--- config.mk ---
export PLATFORM = sky130hd
export DESIGN_NAME = fp_align_stage
export DESIGN_NICKNAME = d
export VERILOG_FILES = /design/src/rtl/fp_align_stage.sv
export SDC_FILE = /design/constraint.sdc
export NUM_CORES = 1
export LEC_CHECK = 0
export BUFFER_PORTS_ARGS = -buffer_cell sky130_fd_sc_hd__buf_2
export CORE_MARGIN = 2
export CORE_UTILIZATION = 50
export CTS_BUF_LIST = sky130_fd_sc_hd__clkbuf_4
export DETAILED_ROUTE_END_ITERATION = 16
export GPL_TIMING_DRIVEN = 0
export PLACE_DENSITY = 0.73
export SLEW_MARGIN = 10
export SYNTH_ARGS = -nofsm -noshare
export SYNTH_HDL_FRONTEND = slang
export SYNTH_SLANG_ARGS = --single-unit
export TNS_END_PERCENT = 5
--- constraint.sdc ---
create_clock -name clk -period 3.5 [get_ports clk]
set_input_delay 0.175 -clock clk [delete_from_list [all_inputs] [get_ports clk]]
set_output_delay 0.175 -clock clk [all_outputs]
set_load 0.03 [all_outputs]
--- src/rtl/fp_align_stage.sv ---
// rtl/fp_align_stage.sv - binary32 operand alignment stage for a floating-point adder
// Two-register pipeline: S1 decodes and orders the operands, S2 shifts the smaller mantissa.
module fp_align_stage (
  input  logic        clk,
  input  logic        rst,
  input  logic        in_valid,
  output logic        in_ready,
  input  logic [31:0] A,
  input  logic [31:0] B,
  output logic        out_valid,
  input  logic        out_ready,
  output logic        sign_big,
  output logic        sign_small,
  output logic [7:0]  exp_big,
  output logic [23:0] mant_big,
  output logic [26:0] mant_small_sh,
  output logic        swapped,
  output logic        eff_sub
);

  logic        r_s1_valid;
  logic        r_s1_sign_big;
  logic        r_s1_sign_small;
  logic [7:0]  r_s1_exp_big;
  logic [23:0] r_s1_mant_big;
  logic [23:0] r_s1_mant_small;
  logic [7:0]  r_s1_dist;
  logic        r_s1_swapped;

  logic        r_s2_valid;
  logic        r_sign_big;
  logic        r_sign_small;
  logic [7:0]  r_exp_big;
  logic [23:0] r_mant_big;
  logic [26:0] r_mant_small_sh;
  logic        r_swapped;
  logic        r_eff_sub;

  logic        w_s2_load;
  logic        w_s1_advance;
  logic        w_accept;
  logic [7:0]  w_exp_a;
  logic [7:0]  w_exp_b;
  logic [23:0] w_mant_a;
  logic [23:0] w_mant_b;
  logic        w_a_big;
  logic [26:0] w_ext;
  logic [26:0] w_shifted;
  logic [26:0] w_lost_mask;
  logic        w_sticky;
  logic        w_near;
  logic [26:0] w_mant_small_sh;

  assign w_s2_load    = !r_s2_valid || out_ready;
  assign w_s1_advance = r_s1_valid && w_s2_load;
  assign w_accept     = in_valid && in_ready;
  assign in_ready     = !r_s1_valid || w_s1_advance;

  // Exponent field 0 is a denormal/zero: no hidden bit, effective exponent 1.
  assign w_exp_a  = (A[30:23] == 8'd0) ? 8'd1 : A[30:23];
  assign w_exp_b  = (B[30:23] == 8'd0) ? 8'd1 : B[30:23];
  assign w_mant_a = {|A[30:23], A[22:0]};
  assign w_mant_b = {|B[30:23], B[22:0]};
  assign w_a_big  = {w_exp_a, w_mant_a} >= {w_exp_b, w_mant_b};

  assign w_ext           = {r_s1_mant_small, 3'b000};
  assign w_near          = r_s1_dist < 8'd27;
  assign w_shifted       = w_ext >> r_s1_dist[4:0];
  assign w_lost_mask     = ~({27{1'b1}} << r_s1_dist[4:0]);
  assign w_sticky        = |(w_ext & w_lost_mask);
  assign w_mant_small_sh = w_near ? {w_shifted[26:1], w_shifted[0] | w_sticky}
                                  : {26'd0, |r_s1_mant_small};

  always_ff @(posedge clk or posedge rst) begin
    if (rst) begin
      r_s1_valid      <= 1'b0;
      r_s1_sign_big   <= 1'b0;
      r_s1_sign_small <= 1'b0;
      r_s1_exp_big    <= 8'd0;
      r_s1_mant_big   <= 24'd0;
      r_s1_mant_small <= 24'd0;
      r_s1_dist       <= 8'd0;
      r_s1_swapped    <= 1'b0;
    end else begin
      if (w_accept) begin
        r_s1_valid      <= 1'b1;
        r_s1_swapped    <= !w_a_big;
        r_s1_sign_big   <= w_a_big ? A[31] : B[31];
        r_s1_sign_small <= w_a_big ? B[31] : A[31];
        r_s1_exp_big    <= w_a_big ? w_exp_a : w_exp_b;
        r_s1_mant_big   <= w_a_big ? w_mant_a : w_mant_b;
        r_s1_mant_small <= w_a_big ? w_mant_b : w_mant_a;
        r_s1_dist       <= w_a_big ? (w_exp_a - w_exp_b) : (w_exp_b - w_exp_a);
      end else if (w_s1_advance) begin
        r_s1_valid <= 1'b0;
      end
    end
  end

  always_ff @(posedge clk or posedge rst) begin
    if (rst) begin
      r_s2_valid      <= 1'b0;
      r_sign_big      <= 1'b0;
      r_sign_small    <= 1'b0;
      r_exp_big       <= 8'd0;
      r_mant_big      <= 24'd0;
      r_mant_small_sh <= 27'd0;
      r_swapped       <= 1'b0;
      r_eff_sub       <= 1'b0;
    end else if (w_s2_load) begin
      r_s2_valid <= r_s1_valid;
      // Data only moves with a valid pair so an idle S2 keeps its last result.
      if (r_s1_valid) begin
        r_sign_big      <= r_s1_sign_big;
        r_sign_small    <= r_s1_sign_small;
        r_exp_big       <= r_s1_exp_big;
        r_mant_big      <= r_s1_mant_big;
        r_mant_small_sh <= w_mant_small_sh;
        r_swapped       <= r_s1_swapped;
        r_eff_sub       <= r_s1_sign_big ^ r_s1_sign_small;
      end
    end
  end

  assign out_valid     = r_s2_valid;
  assign sign_big      = r_sign_big;
  assign sign_small    = r_sign_small;
  assign exp_big       = r_exp_big;
  assign mant_big      = r_mant_big;
  assign mant_small_sh = r_mant_small_sh;
  assign swapped       = r_swapped;
  assign eff_sub       = r_eff_sub;

endmodule

## Word-level counts from Yosys, hierarchy flattened

Cells that the tools add are included.

- Bits in registers: 132
- Input bits: 68
- Output and inout bits: 65
- Logic and storage cells: 52

- Add/subtract/negate cells: 2
- $lt $le $gt $ge: 2
- Shift-type cells: 2
- Multiplexer cells: 11
- Bitwise logic cells: 4
- Reductions and logical operators: 15

Operators with widths:

| operator | number |
|---|---|
| $mux W24 | 2 |
| $ge A32 B32 Y1 | 1 |
| $mux W8 | 4 |
| $and A27 B27 Y27 | 1 |
| $mux W27 | 1 |
| $not A27 Y27 | 1 |
| $reduce_or A27 Y1 | 1 |
| $shl A27 B5 Y27 const A | 1 |
| $shr A27 B5 Y27 | 1 |
| $reduce_or A24 Y1 | 1 |
| $logic_not A8 Y1 | 2 |
| $reduce_or A8 Y1 | 2 |
| $sub A8 B8 Y8 | 2 |
| $lt A8 B5 Y1 const B | 1 |
| $mux W1 | 4 |
| $logic_not A1 Y1 | 3 |
| $logic_and A1 B1 Y1 | 2 |
| $logic_or A1 B1 Y1 | 2 |
| $reduce_and A2 Y1 | 1 |
| $reduce_bool A2 Y1 | 1 |
| $or A1 B1 Y1 | 1 |
| $xor A1 B1 Y1 | 1 |

## Longest topological paths before layout

Gate-level depths: netlist (run 1).

- Word-level depth: 6
- Depth in mapped cells: 13

## Worst setup path after synthesis (run 1)

No wires, ideal clock.

- Path kind: input port to flip-flop
- From: input port B[30]
- To: register r_s1_dist[6]
- Library setup time: 0.077 ns
- Arrival time: 2.621 ns
- Data required time: 3.423 ns
- Path slack: 0.802 ns
- Stages on the path: 13
- Cells stage by stage: or4_1 nor2_1 nor2_1 inv_1 ha_1 inv_1 fa_1 a21oi_1 o21ai_0 a2111o_1 o211ai_1 o21ai_0 o21ai_1

- Word-level cells in the longest chain between the ends: 4
- Elaborated cells on any way between the ends: 7
- Classes of those cells: add/sub: 2; order compare: 1; mux: 2; reduce/logical: 2

Ends and longest elaborated chain:

| what | RTL line | text |
|---|---|---|
| start, declared | 9 | `input logic [31:0] B,` |
| $logic_not A8 Y1 | 61 | `assign w_exp_b = (B[30:23] == 8'd0) ? 8'd1 : B[30:23];` |
| $mux W8 | 61 |  |
| $ge A32 B32 Y1 or $sub A8 B8 Y8 (tied branches) | 64, 93 |  |
| $mux W8 * | 93 | `r_s1_dist <= w_a_big ? (w_exp_a - w_exp_b) : (w_exp_b - w_exp_a);` |
| end signal, assigned | 93 |  |
| end, declared | 27 | `logic [7:0] r_s1_dist;` |

Every way passes the cells marked *; elsewhere a longest branch is shown, timed or not.
A chain may end at the register's enable or synchronous reset.

## Worst setup path in the final report (run 1)

- From: input port B[24]
- To: register r_s1_dist[6]

Same word-level chain as after synthesis.

==> qor.txt, run 1 <==
Placed Cells: 1264
input/output buffers: 132
Required @ worst endpoint: 4.00 ns
met1 Resource Use GR: 40.8%
post-route insts no fill: 1316
TritonCTS Buffers: 17
Lkg Pwr: 4.58 nW
syn_area_per_cell: 9.35 um^2
dpl hpwl: 19.9 mm
core area: 16600 um^2
full die area: 18000 um^2
DR pass1 iterations: 6
Clock Root Buffer: clkbuf_4
fmax: 299 MHz
clk_lat worst skew: 0.58 ns
Final Cell Area: 9970 um^2
sequential-to-total area share from yosys stat: 38.9%
status: finished, final reports clean
Max-Cap Viols: 0
vias per inst: 5.98
CTS tree: built
CP max FO: 4
worst hold path type: in2reg
top area cells in the synthesized netlist: dfrtp_1 (39%), ha_1 (5.9%), a221o_1 (5.8%), mux2_2 (5.4%), mux4_2 (5.3%)
Worst setup EP type: flop
Die Y: 134 um
GRT busiest layer: met2
clock slew at reported path FFs: 0.12 ns
min cycle time layout: 3.34 ns
Worst-Margin Slew: 0.803 ns
Setup CP Type: in2reg
initial antenna violation count: 1
slew margin rel.: 46.5%
RSZ-0062 raised after global routing: false
1st-iter DRT viols: 694
CP Launch Type: input port
top-area cell type share of the netlist area: 38.9%
Final Max Tran Viols: 0
Overflow after GRT: 0
Vias: 7876
Synthesized Nets: 1018
Gate Count Post-Synth: 908
# rows: 47
endpoints failing hold: 0
setup_tns: 0 ns
grt met2 use: 45.3%
Unique masters post-synth: 62
final net count: 1193
deepest clock path buffer count: 2
H-tree levels: 4
Setup violations, final: 0
Peak VDD IR: 0.000255 V
Area Growth Syn to Fin: 17.3%
Yosys top cell by area: dfrtp_1
Pwr Density: 540 nW/um^2
fin crit share: 95.5%
#FFs+latches synth: 132
final RePlAce weighted congestion: 0.944
vias in the first global route: 7719
global-route wire length before repair: 41.5 mm
Post-synth EDFFs: 0
fill cell count: 1485
overall power: 5.38 mW
Crit path arrival time: 3.84 ns
DP Area: 9520 um^2
Top Ports: 133
Die W: 134 um
Async S/R FF share, synth: 100%
Primary FF master, synth: dfrtp_1
global routing usage on met3: 7.41%
Routed Antenna Nets: 0
synth warn: 0
CTS sink count: 132
average routed wire per standard cell: 19.6 um
number of setup buffers added after CTS: 0
total track usage: 29.5%
largest net degree at the start of global routing: 39
share of layout cells above drive strength 1: 23.7%
clk_skew: 0.0296 ns
synthesized area: 8490 um^2
Initial Util: 51.2%
DRC: 0
drt total wl: 25.9 mm
==> flip-flops by register name, summed over array words and instances, names as in the netlist <==
name / flops
mant_small_sh: 27
mant_big: 24
r_s1_mant_big: 24
r_s1_mant_small: 24
exp_big: 8
r_s1_dist: 8
r_s1_exp_big: 8
eff_sub: 1
out_valid: 1
r_s1_sign_big: 1
r_s1_sign_small: 1
r_s1_swapped: 1
r_s1_valid: 1
sign_big: 1
sign_small: 1
swapped: 1
==> routing by layer <==
metal  routed length, um  share of wire, %  vias up
li1                    -                 -     3713
met1               11300                44     3732
met2               11600                45      382
met3                2300               8.9       49
met4                 593               2.3        0
met5                   0                 0        -
==> cells in the mapped netlist (16+ instances only) <==
cell type	count
nor2_1	63
a21oi_1	76
dfrtp_1	132
mux4_2	20
nand3_1	19
ha_1	40
clkbuf_1	57
buf_2	18
inv_1	51
a221o_1	49
o21ai_0	48
a22o_1	16
mux2_2	41
nor3_1	34
nand2_1	88
==> repair_timing <==
action,CTS,global route
gates resized for setup,0,1
setup endpoints to repair,0,32
hold endpoints to repair,61,0
hold buffers,20,0
==> cell type report <==
cell class / instances / area (um^2) / share of cell area [%]
multi-input cells: 640 / 4620 / 46.3
flip-flops and latches: 132 / 3300 / 33.1
repair buffers: 156 / 948 / 9.52
plain buffers: 84 / 379 / 3.80
well taps: 220 / 275 / 2.76
inverters: 52 / 199 / 2.00
clock buffers: 17 / 128 / 1.28
clock inverters: 14 / 113 / 1.13
diodes: 1 / 2.50 / 0.0251
==> placed cells by master (no fill, tap or decap), types with 8 or more instances in the layout <==
| cell type | count |
|---|---|
| nand2_1 | 88 |
| mux2_2 | 41 |
| nand3_1 | 19 |
| o21ai_0 | 48 |
| clkbuf_4 | 17 |
| nor4_1 | 9 |
| buf_2 | 150 |
| nor2_1 | 62 |
| nand4_1 | 12 |
| a221o_1 | 49 |
| clkbuf_1 | 57 |
| inv_1 | 50 |
| a21oi_1 | 76 |
| nor3_1 | 34 |
| mux2i_1 | 11 |
| a22o_1 | 16 |
| and3_1 | 8 |
| dfrtp_1 | 132 |
| dlygate4sd3_1 | 20 |
| a211oi_1 | 8 |
| ha_1 | 40 |
| mux4_2 | 20 |
| a31oi_1 | 14 |
==> worst max-delay path: stages <==
cell	delay (ns)
dlygate4sd3_1	0.56
buf_2	0.16
or4_1	0.51
nor2_2	0.29
nor2_1	0.14
inv_1	0.10
ha_1	0.19
inv_1	0.07
fa_1	0.41
a21oi_1	0.17
o21ai_0	0.18
a2111o_1	0.46
o211ai_1	0.13
o21ai_0	0.15
o21ai_1	0.14
==> per-stage QoR <==
step                      hold WS (ns)  utilization [%]  setup slack (ns)
after floorplan                  0.283                -             0.802
after global placement           0.460             56.9             0.108
after detailed placement         0.163             57.4             0.136
after CTS                      0.00142             60.1             0.172
after global routing            0.0119             60.1            0.0142
final                           0.0213             60.1             0.159
==> path summary, 6_finish.rpt <==
kind                                       endpoint               from  cells after the start  slack [ns]
worst max-delay path                   r_s1_dist[6]              B[24]                     15        0.16
worst min-delay path               r_s1_mant_big[9]               A[9]                      4        0.02
worst max register to register     mant_small_sh[0]       r_s1_dist[2]                      7        0.77
worst min register to register    mant_small_sh[25]  mant_small_sh[25]                      2        0.49
max in group asynchronous       r_s1_mant_small[10]                rst                      7        2.22
min in group asynchronous                exp_big[3]                rst                      3        0.11
==> where the power goes <==
part	total [mW]	internal [mW]	switching, mW
clock	0.942	0.340	0.602
sequential	2.10	1.83	0.273
combinational	2.34	0.909	1.43
==> cell families after synthesis <==
family	after synthesis	synth area share, %
XOR/XNOR	6	0.619
flip-flops	132	38.9
buffers and inverters	136	6.76
AND/OR/NAND/NOR	261	14.2
AO/OA/AOI/OAI	259	21.1
adder cells (fa/ha/maj)	42	6.36
multiplexers	72	12.0
Note: power is estimated with default switching activity, not from simulation.
==> run 2, diff against run 1 <==
- PLACE_DENSITY: 0.73 -> 0.78
==> qor.txt, run 2 (synthesis results as in run 1) <==
status: finished, final reports clean
clk_lat worst skew: 0.58 ns (about the same)
worst reg2reg setup slack: 0.78 ns (about the same)
fin crit share: 95.2% (-0.29 points)
CP Cell Sequence: dlygate4sd3_1, buf_2, or4_1, nor2_2, nor2_1, ha_1, nand2_1, nor4_1, nand2_1, nand3_1, buf_2, buf_2, nor3_1, a221o_1
R2R Path Start: r_s1_dist[2]
cells on worst reg2reg path: 7 (unchanged)
Placed Cells: 1263 (-0.079%)
full die area: 18000 um^2 (unchanged)
average routed wire per standard cell: 19.9 um (+1.1%)
largest net degree at the start of global routing: 41 (+5.1%)
hold depth: 4 (unchanged)
core area: 16600 um^2 (unchanged)
Crit path arrival time: 3.78 ns (-0.06 ns)
vias in the first global route: 7918 (+2.6%)
post-route insts no fill: 1324 (+0.61%)
switching power: 2.34 mW (+1.6%)
Vias: 8141 (+3.4%)
clock slew at reported path FFs: 0.12 ns (about the same)
final core utilization: 60.6% (+0.55 points)
DRC: 0 (unchanged)
Max-Cap Viols: 0 (unchanged)
Area Growth Syn to Fin: 18.4%
endpoints failing hold: 0 (unchanged)
CP peak stage delay: 0.56 ns (about the same)
WHS Endpoint: r_s1_mant_big[19]
setup_tns: 0 ns (unchanged)
initial antenna violation count: 0 (-1)
clk_skew: 0.0301 ns (+0.000473 ns)
TritonCTS Buffers: 17 (unchanged)
final RePlAce weighted congestion: 0.967 (+2.4%)
DR pass1 iterations: 5 (-1)
Setup violations, final: 0 (unchanged)
CP max FO: 10 (+6)
slew margin rel.: 48.6% (+2.1 points)
Die W: 134 um (unchanged)
CP Launch Type: input port
worst hold path type: in2reg
Clk pwr share: 18.9% (+1.4 points)
total track usage: 29.7% (+0.23 points)
1st-iter DRT viols: 786 (+13%)
Overflow after GRT: 0 (unchanged)
Final Cell Area: 10100 um^2 (+0.92%)
Top Ports: 133 (unchanged)
Routed Antenna Nets: 0 (unchanged)
Required @ worst endpoint: 3.95 ns (-0.05 ns)
RSZ-0062 raised after global routing: false
Pwr Density: 548 nW/um^2 (+1.4%)
min cycle time layout: 3.33 ns (-0.0101 ns)
FF-to-FF End: mant_small_sh[0]
CTS tree: built
internal power: 3.17 mW (+2.9%)
final net count: 1201 (+0.67%)
Final Max Tran Viols: 0 (unchanged)
worst hold start: A[19]
Worst setup EP type: flop
CTS sink count: 132 (unchanged)
Lkg Pwr: 4.63 nW (+1.0%)
commonest non-fill, non-tap cell in the layout: buf_2
sw frac: 42.5% (-0.31 points)
ant diodes: 0 (-1)
sequential share of power: 38.4% (-0.6 points)
Clock Root Buffer: clkbuf_4
Worst-Margin Slew: 0.764 ns (-0.0389 ns)
Slowest cell on crit path: or4_1
vias per inst: 6.15 (+2.7%)
drt total wl: 26.3 mm (+1.7%)
CP most frequent cell: buf_2
overall power: 5.51 mW (+2.4%)
fmax: 300 MHz (+0.30%)
Peak VDD IR: 0.000288 V (+13%)
global-route wire length before repair: 41.8 mm (+0.86%)
dpl hpwl: 19.7 mm (-1.3%)
input/output buffers: 132 (unchanged)
deepest clock path buffer count: 2 (unchanged)
H-tree levels: 4 (unchanged)
Comb pwr share: 42.7% (-0.7 points)
Initial Util: 51.2% (unchanged)
# rows: 47 (unchanged)
Setup CP Type: in2reg
share of layout cells above drive strength 1: 23.5% (-0.19 points)
commonest non-fill, non-tap cells in the layout: buf_2 (150), dfrtp_1 (132), nand2_1 (88)
number of flip-flops in the largest register: 27 (unchanged)
DP Area: 9490 um^2 (-0.29%)
Die Y: 134 um (unchanged)
[run 2: through the flow]
step	hold WS, ns	worst slack [ns]
final	0.0410	0.169
after floorplan	0.283	0.802
after CTS	0.00675	0.240
after detailed placement	0.239	0.188
after global routing	0.0142	0.0950
after global placement	0.459	0.163
[run 2: how the worst max path moves through the flow]
| stage | start | endpoint | slack (ns) |
|---|---|---|---|
| finish | B[29] | r_s1_mant_small[5] | 0.17 |
| global route | B[29] | r_s1_dist[6] | 0.1 |
| CTS | B[30] | r_s1_dist[6] | 0.24 |
| detailed placement | B[30] | r_s1_dist[6] | 0.19 |
| global placement | B[30] | r_s1_dist[4] | 0.16 |
| floorplan | B[30] | r_s1_dist[6] | 0.80 |
[run 2: power by group through the flow]
stage | Clock (mW) | Sequential (mW) | Combinational [mW]
floorplan | 0 | 2.35 | 1.35
global placement | 0 | 2.12 | 2.25
detailed placement | 0 | 2.13 | 2.28
CTS | 1.05 | 2.10 | 2.32
global route | 1.12 | 2.15 | 2.52
finish | 1.04 | 2.12 | 2.35
[run 2: cell type report]
class | count | area [um^2]
multi-input combinational | 640 | 4620
sequential | 132 | 3300
clock buffer | 18 | 135
buffer | 84 | 379
clock inverter | 14 | 136
tap | 220 | 275
inverter | 52 | 199
timing repair buffer | 164 | 1010
fill | 1412 | 6530
[run 2: what timing repair did]
| action | CTS | global route |
|---|---|---|
| resized for setup | 0 | 1 |
| setup buffers | 0 | 0 |
| endpoints found under the hold margin | 95 | 0 |
| endpoints found under the setup margin | 0 | 2 |
| hold buffers | 29 | 0 |
[run 2: worst max-delay path: cells and delay by family]
kind	cells	cell delay [ns]
AND/OR/NAND/NOR	8	1.72
adder cells (fa/ha/maj)	1	0.37
AO/OA/AOI/OAI	1	0.26
buffers and inverters	4	1.25
[run 2: metal layers]
metal  track usage [%]  up-vias  routed length [um]
met5                 0        -                   0
met4              12.3        0                 904
met3              7.41       81                2170
met2              45.9      440               11900
met1              40.0     3890               11300
li1                  -     3730                   -
==> run 3, diff against run 2 <==
- BUFFER_PORTS_ARGS: -buffer_cell sky130_fd_sc_hd__buf_2 -> default
- CTS_CLUSTER_DIAMETER: default -> 40
- DONT_BUFFER_PORTS: default -> 1
- PLACE_DENSITY: 0.78 -> 0.71
==> qor.txt, run 3 (synthesis results as in run 1) <==
Pwr Density: 568 nW/um^2 (+3.6%)
Worst-Margin Slew: 0.865 ns (+0.101 ns)
commonest non-fill, non-tap cell in the layout: dfrtp_1
fmax: 295 MHz (-1.7%)
setup ws final: 0.112 ns (-0.0566 ns)
drt total wl: 27.5 mm (+4.7%)
CTS tree: built
worst hold path type: in2reg
CP Launch Type: flop
Clock Root Buffer: clkbuf_4
Worst setup EP type: flop
global-route wire length before repair: 44.2 mm (+5.7%)
Final Cell Area: 10100 um^2 (+0.34%)
CP max FO: 10 (unchanged)
RSZ-0062 raised after global routing: true
Setup violations, final: 0 (unchanged)
Setup CP Type: reg2reg
commonest non-fill, non-tap cells in the layout: dfrtp_1 (132), dlygate4sd3_1 (89), nand2_1 (88)
endpoints failing hold: 0 (unchanged)
DRC: 0 (unchanged)
1st-iter DRT viols: 661 (-16%)
# rows: 47 (unchanged)
clock slew at reported path FFs: 0.14 ns (+0.02 ns)
dpl hpwl: 19.9 mm (+1.0%)
full die area: 18000 um^2 (unchanged)
average routed wire per standard cell: 22.0 um (+11%)
final net count: 1129 (-6.0%)
DR pass1 iterations: 7 (+2)
DP Area: 8830 um^2 (-7.0%)
CP peak stage delay: 0.58 ns (+0.02 ns)
clk_lat worst skew: 0.58 ns (about the same)
final RePlAce weighted congestion: 0.945 (-2.3%)
fin crit share: 96.8% (+1.6 points)
Die W: 134 um (unchanged)
Final Max Tran Viols: 0 (unchanged)
Routed Antenna Nets: 0 (unchanged)
Lkg Pwr: 4.37 nW (-5.6%)
Crit path arrival time: 3.89 ns (+0.11 ns)
initial antenna violation count: 1 (+1)
Max-Cap Viols: 0 (unchanged)
Vias: 7920 (-2.7%)
final core utilization: 60.8% (+0.20 points)
Die Y: 134 um (unchanged)
clk_skew: 0.0279 ns (-0.00214 ns)
share of layout cells above drive strength 1: 12.3% (-11 points)
slew margin rel.: 41.8% (-6.8 points)
CTS sink count: 132 (unchanged)
TritonCTS Buffers: 17 (unchanged)
status: finished, final reports clean
core area: 16600 um^2 (unchanged)
number of setup buffers added after CTS: 0 (unchanged)
vias in the first global route: 8075 (+2.0%)
CP Cell Sequence: nand3b_1, and2_1, clkbuf_1, clkbuf_2, clkbuf_1, nor2_1, a31oi_1, dlygate4sd3_1
H-tree levels: 4 (unchanged)
number of flip-flops in the largest register: 27 (unchanged)
Area Growth Syn to Fin: 18.8%
min cycle time layout: 3.39 ns (+0.0566 ns)
CP most frequent cell: clkbuf_1
input/output buffers: 0 (-100%)
vias per inst: 6.32 (+2.8%)
largest net degree at the start of global routing: 40 (-2.4%)
Top Ports: 133 (unchanged)
deepest clock path buffer count: 2 (unchanged)
Initial Util: 51.2% (unchanged)
Slowest cell on crit path: dlygate4sd3_1
Peak VDD IR: 0.000355 V (+23%)
total track usage: 31.4% (+1.7 points)
dpl ws: 0.180 ns (-0.00722 ns)
Overflow after GRT: 0 (unchanged)
Required @ worst endpoint: 4.00 ns (+0.05 ns)
run 3: cell type report:
class	instances	area [um^2]
Fill cell	1447	6490
Multi-Input combinational cell	640	4620
Sequential cell	132	3300
Antenna cell	1	2.50
Buffer	84	380
Inverter	52	199
Tap cell	220	275
Timing Repair Buffer	92	951
Clock inverter	15	234
Clock buffer	17	128
run 3: power breakdown:
group / switching, mW / total (mW) / internal [mW]
clock: 0.606 / 1.31 / 0.704
sequential: 0.632 / 2.46 / 1.83
combinational: 1.07 / 1.96 / 0.888
total: 2.31 / 5.73 / 3.42
run 3: timing repair:
item                                   4_1_cts  5_1_grt
resized for setup                            0        3
hold buffers                                89        0
setup endpoints to repair                    0       17
endpoints found under the hold margin       86        0
run 3: worst paths after layout:
check / depth (start not counted) / endpoint / slack (ns) / startpoint
hold / removal: 3 / r_s1_mant_small[23] / 0.009 / B[27]
max in group asynchronous: 5 / r_s1_mant_small[12] / 2.19 / rst
min in group asynchronous: 2 / r_s1_sign_small / 0.19 / rst
setup / recovery: 8 / r_s1_exp_big[4] / 0.11 / out_valid
hold reg to reg: 2 / r_s1_swapped / 0.52 / r_s1_swapped
setup reg to reg: 8 / r_s1_exp_big[4] / 0.11 / out_valid
run 3: critical path, delay by kind of cell, from the launching register on:
kind / cells / cell delay, ns
flops: 1 / 0.52
buf+inv: 4 / 1.75
simple gates: 3 / 0.86
compound gates: 1 / 0.19
run 3: layer usage:
layer  part of all wire [%]  track usage, %  vias to the layer above
met5                      0               0                        -
met4                    2.6            10.1                        0
met3                    8.6            8.05                       67
met2                     47            50.3                      400
met1                     42            41.8                     3866
li1                       -               -                     3587
run 3: metrics by stage:
step | setup TNS [ns] | instances | hold slack, ns | power, mW
finish | 0 | 1253 | 0.00878 | 5.73
global route | -0.216 | 1253 | 0.0134 | 6.01
CTS | 0 | 1252 | 0.0199 | 5.68
detailed placement | 0 | 1131 | 0.191 | 4.23
global placement | 0 | 1128 | 0.342 | 4.20
floorplan | 0 | 908 | 0.283 | 3.69
